<file path="config.mk">
export PLATFORM = sky130hd
export DESIGN_NAME = instr_fetch
export DESIGN_NICKNAME = d
export VERILOG_FILES = /design/src/rtl/fetch_pkg.sv /design/src/rtl/branch_lut.sv /design/src/rtl/instr_fetch.sv
export SDC_FILE = /design/constraint.sdc
export NUM_CORES = 1
export LEC_CHECK = 0
export CAP_MARGIN = 20
export CORE_UTILIZATION = 52
export DETAILED_ROUTE_END_ITERATION = 10
export PLACE_DENSITY = 0.94
export REMOVE_ABC_BUFFERS = 1
export SYNTH_ARGS = -nofsm -noshare
export SYNTH_HDL_FRONTEND = slang
export SYNTH_SLANG_ARGS = --single-unit
</file>
<file path="constraint.sdc">
create_clock -name Clk -period 5.3 [get_ports Clk]
set_input_delay 0.53 -clock Clk [delete_from_list [all_inputs] [get_ports Clk]]
set_output_delay 0.53 -clock Clk [all_outputs]
set_load 0.005 [all_outputs]
</file>
<file path="src/rtl/fetch_pkg.sv">
// ============================================================================
// fetch_pkg : opcodes, fetch-state encoding and default branch-target table
// Rev 1.0
// ============================================================================
`default_nettype none

package fetch_pkg;

  localparam int DEF_PC_W      = 10;
  localparam int DEF_INSTR_W   = 9;
  localparam int DEF_LUT_IDX_W = 5;
  localparam int DEF_CYC_W     = 16;
  localparam int LUT_DEPTH     = 1 << DEF_LUT_IDX_W;

  // Shared with the control decoder; these two patterns are never real ops.
  localparam logic [DEF_INSTR_W-1:0] OP_DONE = 9'h1FF;
  localparam logic [DEF_INSTR_W-1:0] OP_NOP  = 9'h1FE;

  typedef enum logic [1:0] {
    ST_IDLE = 2'd0,
    ST_RUN  = 2'd1,
    ST_HALT = 2'd2
  } fetch_state_e;

  // Entry i targets (i+1)*32, wrapping the last entry to address 0.
  localparam logic [DEF_PC_W-1:0] BRANCH_TABLE [LUT_DEPTH] = '{
    10'h020, 10'h040, 10'h060, 10'h080, 10'h0A0, 10'h0C0, 10'h0E0, 10'h100,
    10'h120, 10'h140, 10'h160, 10'h180, 10'h1A0, 10'h1C0, 10'h1E0, 10'h200,
    10'h220, 10'h240, 10'h260, 10'h280, 10'h2A0, 10'h2C0, 10'h2E0, 10'h300,
    10'h320, 10'h340, 10'h360, 10'h380, 10'h3A0, 10'h3C0, 10'h3E0, 10'h000
  };

endpackage

`default_nettype wire

</file>
<file path="src/rtl/branch_lut.sv">
// ============================================================================
// branch_lut : combinational branch-target ROM, contents from TABLE parameter
// Rev 1.0
// ============================================================================
`default_nettype none

module branch_lut
  import fetch_pkg::*;
#(
  parameter int PC_W      = DEF_PC_W,
  parameter int LUT_IDX_W = DEF_LUT_IDX_W,
  // Override with a per-program table at instantiation time.
  parameter logic [PC_W-1:0] TABLE [1 << LUT_IDX_W] = BRANCH_TABLE
) (
  input  logic [LUT_IDX_W-1:0] idx,
  output logic [PC_W-1:0]      target
);

  assign target = TABLE[idx];

endmodule

`default_nettype wire

</file>
<file path="src/rtl/instr_fetch.sv">
// ============================================================================
// instr_fetch : PC, imem addressing, branch redirect/flush, DONE halt, cycle count
// Rev 1.0
// ============================================================================
`default_nettype none

module instr_fetch
  import fetch_pkg::*;
#(
  parameter int PC_W      = DEF_PC_W,
  parameter int INSTR_W   = DEF_INSTR_W,
  parameter int LUT_IDX_W = DEF_LUT_IDX_W,
  parameter int CYC_W     = DEF_CYC_W
) (
  input  logic                 Clk,
  input  logic                 Reset,
  input  logic                 Start,
  input  logic [PC_W-1:0]      StartAddr,
  input  logic                 Stall,
  input  logic                 BranchTaken,
  input  logic [LUT_IDX_W-1:0] BranchIdx,
  output logic [PC_W-1:0]      ImemAddr,
  input  logic [INSTR_W-1:0]   ImemData,
  output logic [INSTR_W-1:0]   Instr,
  output logic [PC_W-1:0]      InstrPC,
  output logic                 InstrValid,
  output logic                 Done,
  output logic [CYC_W-1:0]     CycleCount
);

  fetch_state_e        state_q, state_d;
  logic [PC_W-1:0]     pc_q, pc_d;
  logic [INSTR_W-1:0]  instr_q, instr_d;
  logic [PC_W-1:0]     ipc_q, ipc_d;
  logic                valid_q, valid_d;
  logic                done_q, done_d;
  logic [CYC_W-1:0]    cyc_q, cyc_d;
  logic [PC_W-1:0]     branch_target;

  branch_lut #(
    .PC_W      (PC_W),
    .LUT_IDX_W (LUT_IDX_W)
  ) u_branch_lut (
    .idx    (BranchIdx),
    .target (branch_target)
  );

  always_comb begin
    state_d = state_q;
    pc_d    = pc_q;
    instr_d = instr_q;
    ipc_d   = ipc_q;
    valid_d = valid_q;
    done_d  = done_q;
    cyc_d   = cyc_q;

    case (state_q)
      ST_IDLE: begin
        if (Start) begin
          pc_d    = StartAddr;
          valid_d = 1'b0;
          cyc_d   = '0;
          state_d = ST_RUN;
        end
      end

      ST_RUN: begin
        if (cyc_q != '1) cyc_d = cyc_q + CYC_W'(1);
        if (!Stall) begin
          // DONE wins over a branch; valid drops so the decoder sees it only once.
          if (valid_q && (instr_q == OP_DONE)) begin
            done_d  = 1'b1;
            valid_d = 1'b0;
            state_d = ST_HALT;
          end else if (BranchTaken && valid_q) begin
            pc_d    = branch_target;
            instr_d = OP_NOP;
            valid_d = 1'b0;
          end else begin
            instr_d = ImemData;
            ipc_d   = pc_q;
            valid_d = 1'b1;
            pc_d    = pc_q + PC_W'(1);
          end
        end
      end

      ST_HALT: begin
        valid_d = 1'b0;
        if (Start) begin
          done_d  = 1'b0;
          pc_d    = StartAddr;
          cyc_d   = '0;
          state_d = ST_RUN;
        end
      end

      default: state_d = ST_IDLE;
    endcase
  end

  always_ff @(posedge Clk or posedge Reset) begin
    if (Reset) begin
      state_q <= ST_IDLE;
      pc_q    <= '0;
      instr_q <= OP_NOP;
      ipc_q   <= '0;
      valid_q <= 1'b0;
      done_q  <= 1'b0;
      cyc_q   <= '0;
    end else begin
      state_q <= state_d;
      pc_q    <= pc_d;
      instr_q <= instr_d;
      ipc_q   <= ipc_d;
      valid_q <= valid_d;
      done_q  <= done_d;
      cyc_q   <= cyc_d;
    end
  end

  assign ImemAddr   = pc_q;
  assign Instr      = instr_q;
  assign InstrPC    = ipc_q;
  assign InstrValid = valid_q;
  assign Done       = done_q;
  assign CycleCount = cyc_q;

endmodule

`default_nettype wire

</file>
## Yosys cells after proc, flatten, opt, wreduce, memory -nomap -nowiden

Memory sizes are Yosys's and may differ from the RTL's.
Index checks and enable logic that the tools add are counted.

| cells by class | value |
|---|---|
| bitwise logic cells | 4 |
| add/sub/neg operators | 2 |
| reductions and logical operators | 14 |
| $lt $le $gt $ge | 1 |
| equal/unequal tests | 11 |
| mux-type cells | 23 |

Operator list:

| kind | count |
|---|---|
| 10-bit two-way mux | 6 |
| 16-bit two-way mux | 2 |
| 16-bit one-hot mux with 2 select lines | 1 |
| 10-bit one-hot mux with 2 select lines | 1 |
| 16-bit by 1-bit adder with 16-bit output, second input constant | 1 |
| 16-bit inequality test, second input constant | 1 |
| 2-bit inequality test, second input constant | 6 |
| 3-bit AND reduction | 4 |
| 4-bit AND reduction | 3 |
| 10-bit by 1-bit adder with 10-bit output, second input constant | 1 |
| 9-bit == test, second input constant | 1 |
| 9-bit two-way mux | 1 |
| 6-bit greater-or-equal comparator, second input constant | 1 |
| 1-bit two-way mux | 6 |
| 2-bit two-way mux | 3 |
| 5-bit NOT with 6-bit output | 1 |
| 2-bit one-hot mux with 2 select lines | 1 |
| 2-bit nonzero test | 2 |
| 1-bit NOT | 3 |
| 1-bit one-hot mux with 3 select lines | 1 |
| 3-bit nonzero test | 1 |
| 2-bit by 1-bit == test with 1-bit output, second input constant | 1 |
| 2-bit == test, second input constant | 1 |
| 1-bit logical AND | 2 |
| 4 further kinds | 4 |

| storage, ports and cells | value |
|---|---|
| memory bits (read-only) | 320 |
| bits in registers | 49 |
| word-level logic and storage cells | 63 |
| memories | 1 |
| output and inout bits | 47 |
| input bits | 29 |

Memory list:

| name | words | width | read ports | clocked after Yosys merged registers in | write ports | line | source |
|---|---|---|---|---|---|---|---|
| (name not given) | 32 | 10 | 1 | 0 | 0 | branch_lut.sv:19 | `assign target = TABLE[idx];` |

## Depth between registers and ports, before layout

| depth | value |
|---|---|
| depth after elaboration | 8 |
| gate-level depth with buffers | 10 |
| depth with buffers taken out | 7 |

## Hierarchy

A second synthesis with hierarchy kept.

| second synthesis, totals | value |
|---|---|
| cell total of the unflattened synthesis | 320 |
| area, all modules | 3,012.9 µm² |

Modules (own cells, without submodules):

| module | cells an instance | sequential area each (µm²) | area each (µm²) | instances |
|---|---|---|---|---|
| instr_fetch | 298 | 1,236.2 | 2,851.5 | 1 |
| branch_lut | 22 | 0.0 | 161.4 | 1 |

## Worst setup path before layout

No wires, ideal clock.

| path | value |
|---|---|
| path type | reg2reg |
| start point | register state_q[1] |
| end point | register pc_q[5] (netlist: ImemAddr[5]) |
| library setup time | 0.126 ns |
| slack | 3.384 ns |
| path buffers | 2 |
| cell stages (with the launch flop) | 9 |
| clock period less this slack | 1.916 ns |
| data arrival time | 1.790 ns |
| data required time | 5.174 ns |
| path through | dfrtp_1 inv_1 ha_1 buf_4 nor3b_4 nor2_2 or2_1 buf_6 a221o_1 |

| on the way | value |
|---|---|
| word-level cells in the longest chain between the ends | 4 |
| elaborated cells between the ends (all ways) | 10 |
| those cells by class | eq/ne: 5; mux: 1; reduce/logical: 4 |

Ends and longest elaborated chain:

| what | line | source |
|---|---|---|
| start: declaration | instr_fetch.sv:31 | `fetch_state_e state_q, state_d;` |
| start signal: assignment | instr_fetch.sv:112 | `state_q <= state_d;` |
| 2-bit == test / 2-bit zero test (equally long branches) | instr_fetch.sv:57 | `case (state_q)` |
| 2-bit OR reduction (no line) | - |  |
| 2-bit by 1-bit inequality test with 1-bit output (no line) / 2-bit nonzero test (equally long branches) | - |  |
| 4-bit AND reduction (no line) | - |  |
| end signal: assignment | instr_fetch.sv:113 | `pc_q <= pc_d;` |
| end: declaration | instr_fetch.sv:32 | `logic [PC_W-1:0] pc_q, pc_d;` |

Several ways; a longest one is shown, not always the timed one.
A chain may end at the register's enable or synchronous reset.

## Worst setup path in the final report

| path | value |
|---|---|
| start point | register state_q[1] |
| end point | register pc_q[8] (netlist: ImemAddr[8]) |

Same word-level chain as after synthesis.

==> impl_metrics.toml <==
[critical_path]
crit_path_end_kind = "flop"
reg2regPathDepth = 7
arrival_ps = 2930
timing.critical_path.fanout_max = 15
timing_worst_setup_path_type = "flop to flop"
timing.reg2reg.setup_slack_ps = 2570
crit-reg2reg-launch = "state_q[1]"
rr_endpoint = "ImemAddr[8]"
required_ps = 5500
cp-start-kind = "flop"

[die]
start_util_pct = 54.62
num_rows = 26
core-area_um2 = 5172
io-pin-count = 76
die_height_um = 75.71
design.die.area_um2 = 5732
die_x_um = 75.71

[grt]
wire_length_of_the_first_global_routing_pass_mm = 10.96
first_global_vias = 2352
grt_overflow_total = 0
antenna_found_initial = 0
groute.usage.overall_pct = 25.35
grt_max_degree = 50

[sta]
timing.slew.headroom_pct = 55.52
post-route-period-util_pct = 51.46
final-hold-violation-count = 0
final.min_clock_period_ps = 2727
hold_slack_ps = 489.7
rsz_0062_raised_after_global_routing = "false"
maxClockFrequency_mhz = 366.7
finalSetupViolCount = 0
post_route_clock_skew_ps = 11.38
worst-slew-pin-transition_ps = 664.7
final_max_slew_viol_count = 0
fin_tns_setup_ps = 0

[status]
outcome = "finished, final reports clean"

[logic_synthesis]
synth_async_sr_flop_share_pct = 100.0
synth_top_flop_cell = "sky130_fd_sc_hd__dfrtp_1"
synthesis.area_um2 = 2825
synth-edff-count = 0
post_synth.cell_area_avg_um2 = 9.386
seq_area_frac_synth_pct = 43.76
ys_seq_elements = 49
netlist_instances = 301
synth_warnings = 0
distinct_cells_synth = 50

[worst_hold_path]
hp-start = "Instr[2]"
min_delay_path_depth = 2
min_delay_worst_endpoint = "Instr[2]"
holdCritPathClass = "flop to flop"

[pwr]
power-per-cell-area_nw_per_um2 = 443.1
leakage_nw = 1.538
ir_worst_vdd_mv = 0.3086

[routing]
antenna_left = 0
routed_via_count_divided_by_cell_count = 5.916
drc = 0
firstDrtPassIters = 5
routed_wire_length_per_instance_um = 15.71
detail_route.iter0.violations = 289
postRouteWirelength_mm = 6.943
detailroute.via_count = 2615

[layout]
layout.cell_area.non_filler_um2 = 3725
antenna_cells_inserted = 0
syn_to_final_growth_pct = 31.84
final_nets = 409
ratio_of_cells_with_drive_above_1_in_the_final_layout_pct = 10.48

[flow_run]
maxCapViolations = 0

[placement]
globalplace.congestion = 0.8756
hpwl_mm = 5.002
port_buffers = 75
placedInstanceArea_um2 = 3590

[clock_network]
clock-root-buffer = "sky130_fd_sc_hd__clkbuf_8"
cts-root-to-sink-buffers = 2
total_of_cells_resized_after_clock_tree_synthesis = 0
worstSkewPairLatency_ps = 300
cts_num_sinks = 49
postcts_setup_bufs = 0
hold_buffer_count_at_cts = 0
cts-htree-levels = 2
cts_tree = "done"
clk_pin_slew_ps = 90
numCtsBuffers = 5
==> cells in the final DEF (no fill, tap or decap), types with 4 or more instances in the layout <==
cell                              count
sky130_fd_sc_hd__xnor2_1              7
sky130_fd_sc_hd__and3_1               5
sky130_fd_sc_hd__ha_1                 9
sky130_fd_sc_hd__a31oi_1              6
sky130_fd_sc_hd__nand4_1              6
sky130_fd_sc_hd__and2_1               4
sky130_fd_sc_hd__nor3_1               5
sky130_fd_sc_hd__or3_1                5
sky130_fd_sc_hd__a21oi_1             25
sky130_fd_sc_hd__nand3_1              9
sky130_fd_sc_hd__inv_1                7
sky130_fd_sc_hd__o21ai_1              7
sky130_fd_sc_hd__nor2_1              24
sky130_fd_sc_hd__dfstp_2              8
sky130_fd_sc_hd__mux2_4               9
sky130_fd_sc_hd__o21ai_0             24
sky130_fd_sc_hd__dfrtp_1             41
sky130_fd_sc_hd__clkdlybuf4s50_1     75
sky130_fd_sc_hd__o2bb2ai_1            5
sky130_fd_sc_hd__clkbuf_8             5
sky130_fd_sc_hd__nand2_1             40
==> synthesized netlist by cell type (2+ instances only) <==
library cell                instances  share of area (%)
sky130_fd_sc_hd__nor3_2             2               0.71
sky130_fd_sc_hd__o21ai_1            7                1.2
sky130_fd_sc_hd__and2_1             4               0.89
sky130_fd_sc_hd__a21oi_1           25                4.4
sky130_fd_sc_hd__clkbuf_1           7               0.93
sky130_fd_sc_hd__and3_1             5                1.1
sky130_fd_sc_hd__dfrtp_1           41                 36
sky130_fd_sc_hd__or2_2              2               0.44
sky130_fd_sc_hd__mux2i_1            3                1.1
sky130_fd_sc_hd__a221o_1            2               0.71
sky130_fd_sc_hd__mux2_4             9                4.8
sky130_fd_sc_hd__a2111oi_0          2               0.62
sky130_fd_sc_hd__o22a_1             3               0.93
sky130_fd_sc_hd__or2_1              2               0.44
sky130_fd_sc_hd__nor3_1             5               0.89
sky130_fd_sc_hd__o41ai_1            3               0.93
sky130_fd_sc_hd__xnor2_1            7                2.2
sky130_fd_sc_hd__buf_6              2               0.80
sky130_fd_sc_hd__nand3_1            9                1.6
sky130_fd_sc_hd__xor2_1             2               0.62
sky130_fd_sc_hd__buf_4              2               0.53
sky130_fd_sc_hd__nand2b_1           2               0.44
sky130_fd_sc_hd__o2bb2ai_1          5                1.5
sky130_fd_sc_hd__nand4_1            6                1.3
sky130_fd_sc_hd__inv_1              8                1.1
sky130_fd_sc_hd__or3_1              5                1.1
sky130_fd_sc_hd__dfstp_2            8                7.4
sky130_fd_sc_hd__nor4_2             2               0.89
sky130_fd_sc_hd__o21ai_0           24                4.3
sky130_fd_sc_hd__a31oi_1            6                1.3
sky130_fd_sc_hd__nor2_1            24                3.2
sky130_fd_sc_hd__ha_1               9                4.0
sky130_fd_sc_hd__nand2_1           40                5.3
sky130_fd_sc_hd__buf_2              2               0.35
==> power breakdown <==
part | switching (mW) | internal, mW | leakage [nW]
combinational | 0.341 | 0.403 | 0.865
clock | 0.127 | 0.141 | 0.0543
sequential | 0.125 | 0.513 | 0.619
total | 0.593 | 1.06 | 1.54
==> state kept, by name, summed over array words and instances (netlist names) <==
name,cells
CycleCount,16
ImemAddr,10
InstrPC,10
Instr,9
state_q,2
Done,1
InstrValid,1
==> logic make-up after synthesis <==
family	synth area share, %
mux	6.244
xor+xnor	2.790
buf+inv	3.676
flops	43.76
simple gates	20.81
fa+ha+maj	3.986
compound gates	18.73
==> worst max path at each step <==
stage	end	depth (start not counted)	slack [ps]	from
detailed placement	ImemAddr[9]	5	2660	Start
finish	ImemAddr[8]	7	2570	state_q[1]
global route	ImemAddr[8]	7	2420	state_q[1]
floorplan	InstrPC[7]	6	3110	state_q[1]
global placement	ImemAddr[9]	5	2760	Start
CTS	ImemAddr[8]	7	2630	state_q[1]
==> final cells by class <==
| cell class | count | area, µm² |
|---|---|---|
| Sequential cell | 49 | 1236 |
| Multi-Input combinational cell | 231 | 1485 |
| Timing Repair Buffer | 76 | 770.7 |
| Clock inverter | 3 | 46.29 |
| Fill cell | 386 | 1448 |
| Clock buffer | 5 | 68.82 |
| Tap cell | 70 | 87.58 |
| Inverter | 8 | 30.03 |
==> critical path, stage by stage (launching register included) <==
cell and delay, ps:
sky130_fd_sc_hd__dfrtp_1 410, sky130_fd_sc_hd__inv_1 100, sky130_fd_sc_hd__ha_1 420, sky130_fd_sc_hd__inv_1 260, sky130_fd_sc_hd__o41ai_1 640, sky130_fd_sc_hd__or2_1 490, sky130_fd_sc_hd__a31oi_1 80, sky130_fd_sc_hd__o22a_1 230
==> stage by stage <==
stage | util, % | power (mW) | worst slack [ps] | cells
after floorplan | - | 1.017 | 3107 | 288
after global placement | 69.40 | 1.341 | 2762 | 433
after detailed placement | 69.40 | 1.373 | 2655 | 433
after CTS | 71.63 | 1.646 | 2627 | 441
after global routing | 72.01 | 1.766 | 2422 | 442
final | 72.01 | 1.651 | 2573 | 442
==> layer usage <==
metal / wire length [µm] / track usage, % / vias up
li1: - / - / 1230
met1: 3080 / 34.15 / 1257
met2: 3392 / 42.86 / 117
met3: 378 / 3.571 / 11
met4: 91 / 7.202 / 0
met5: 0 / 0 / -
(Power assumes the default switching activity.)
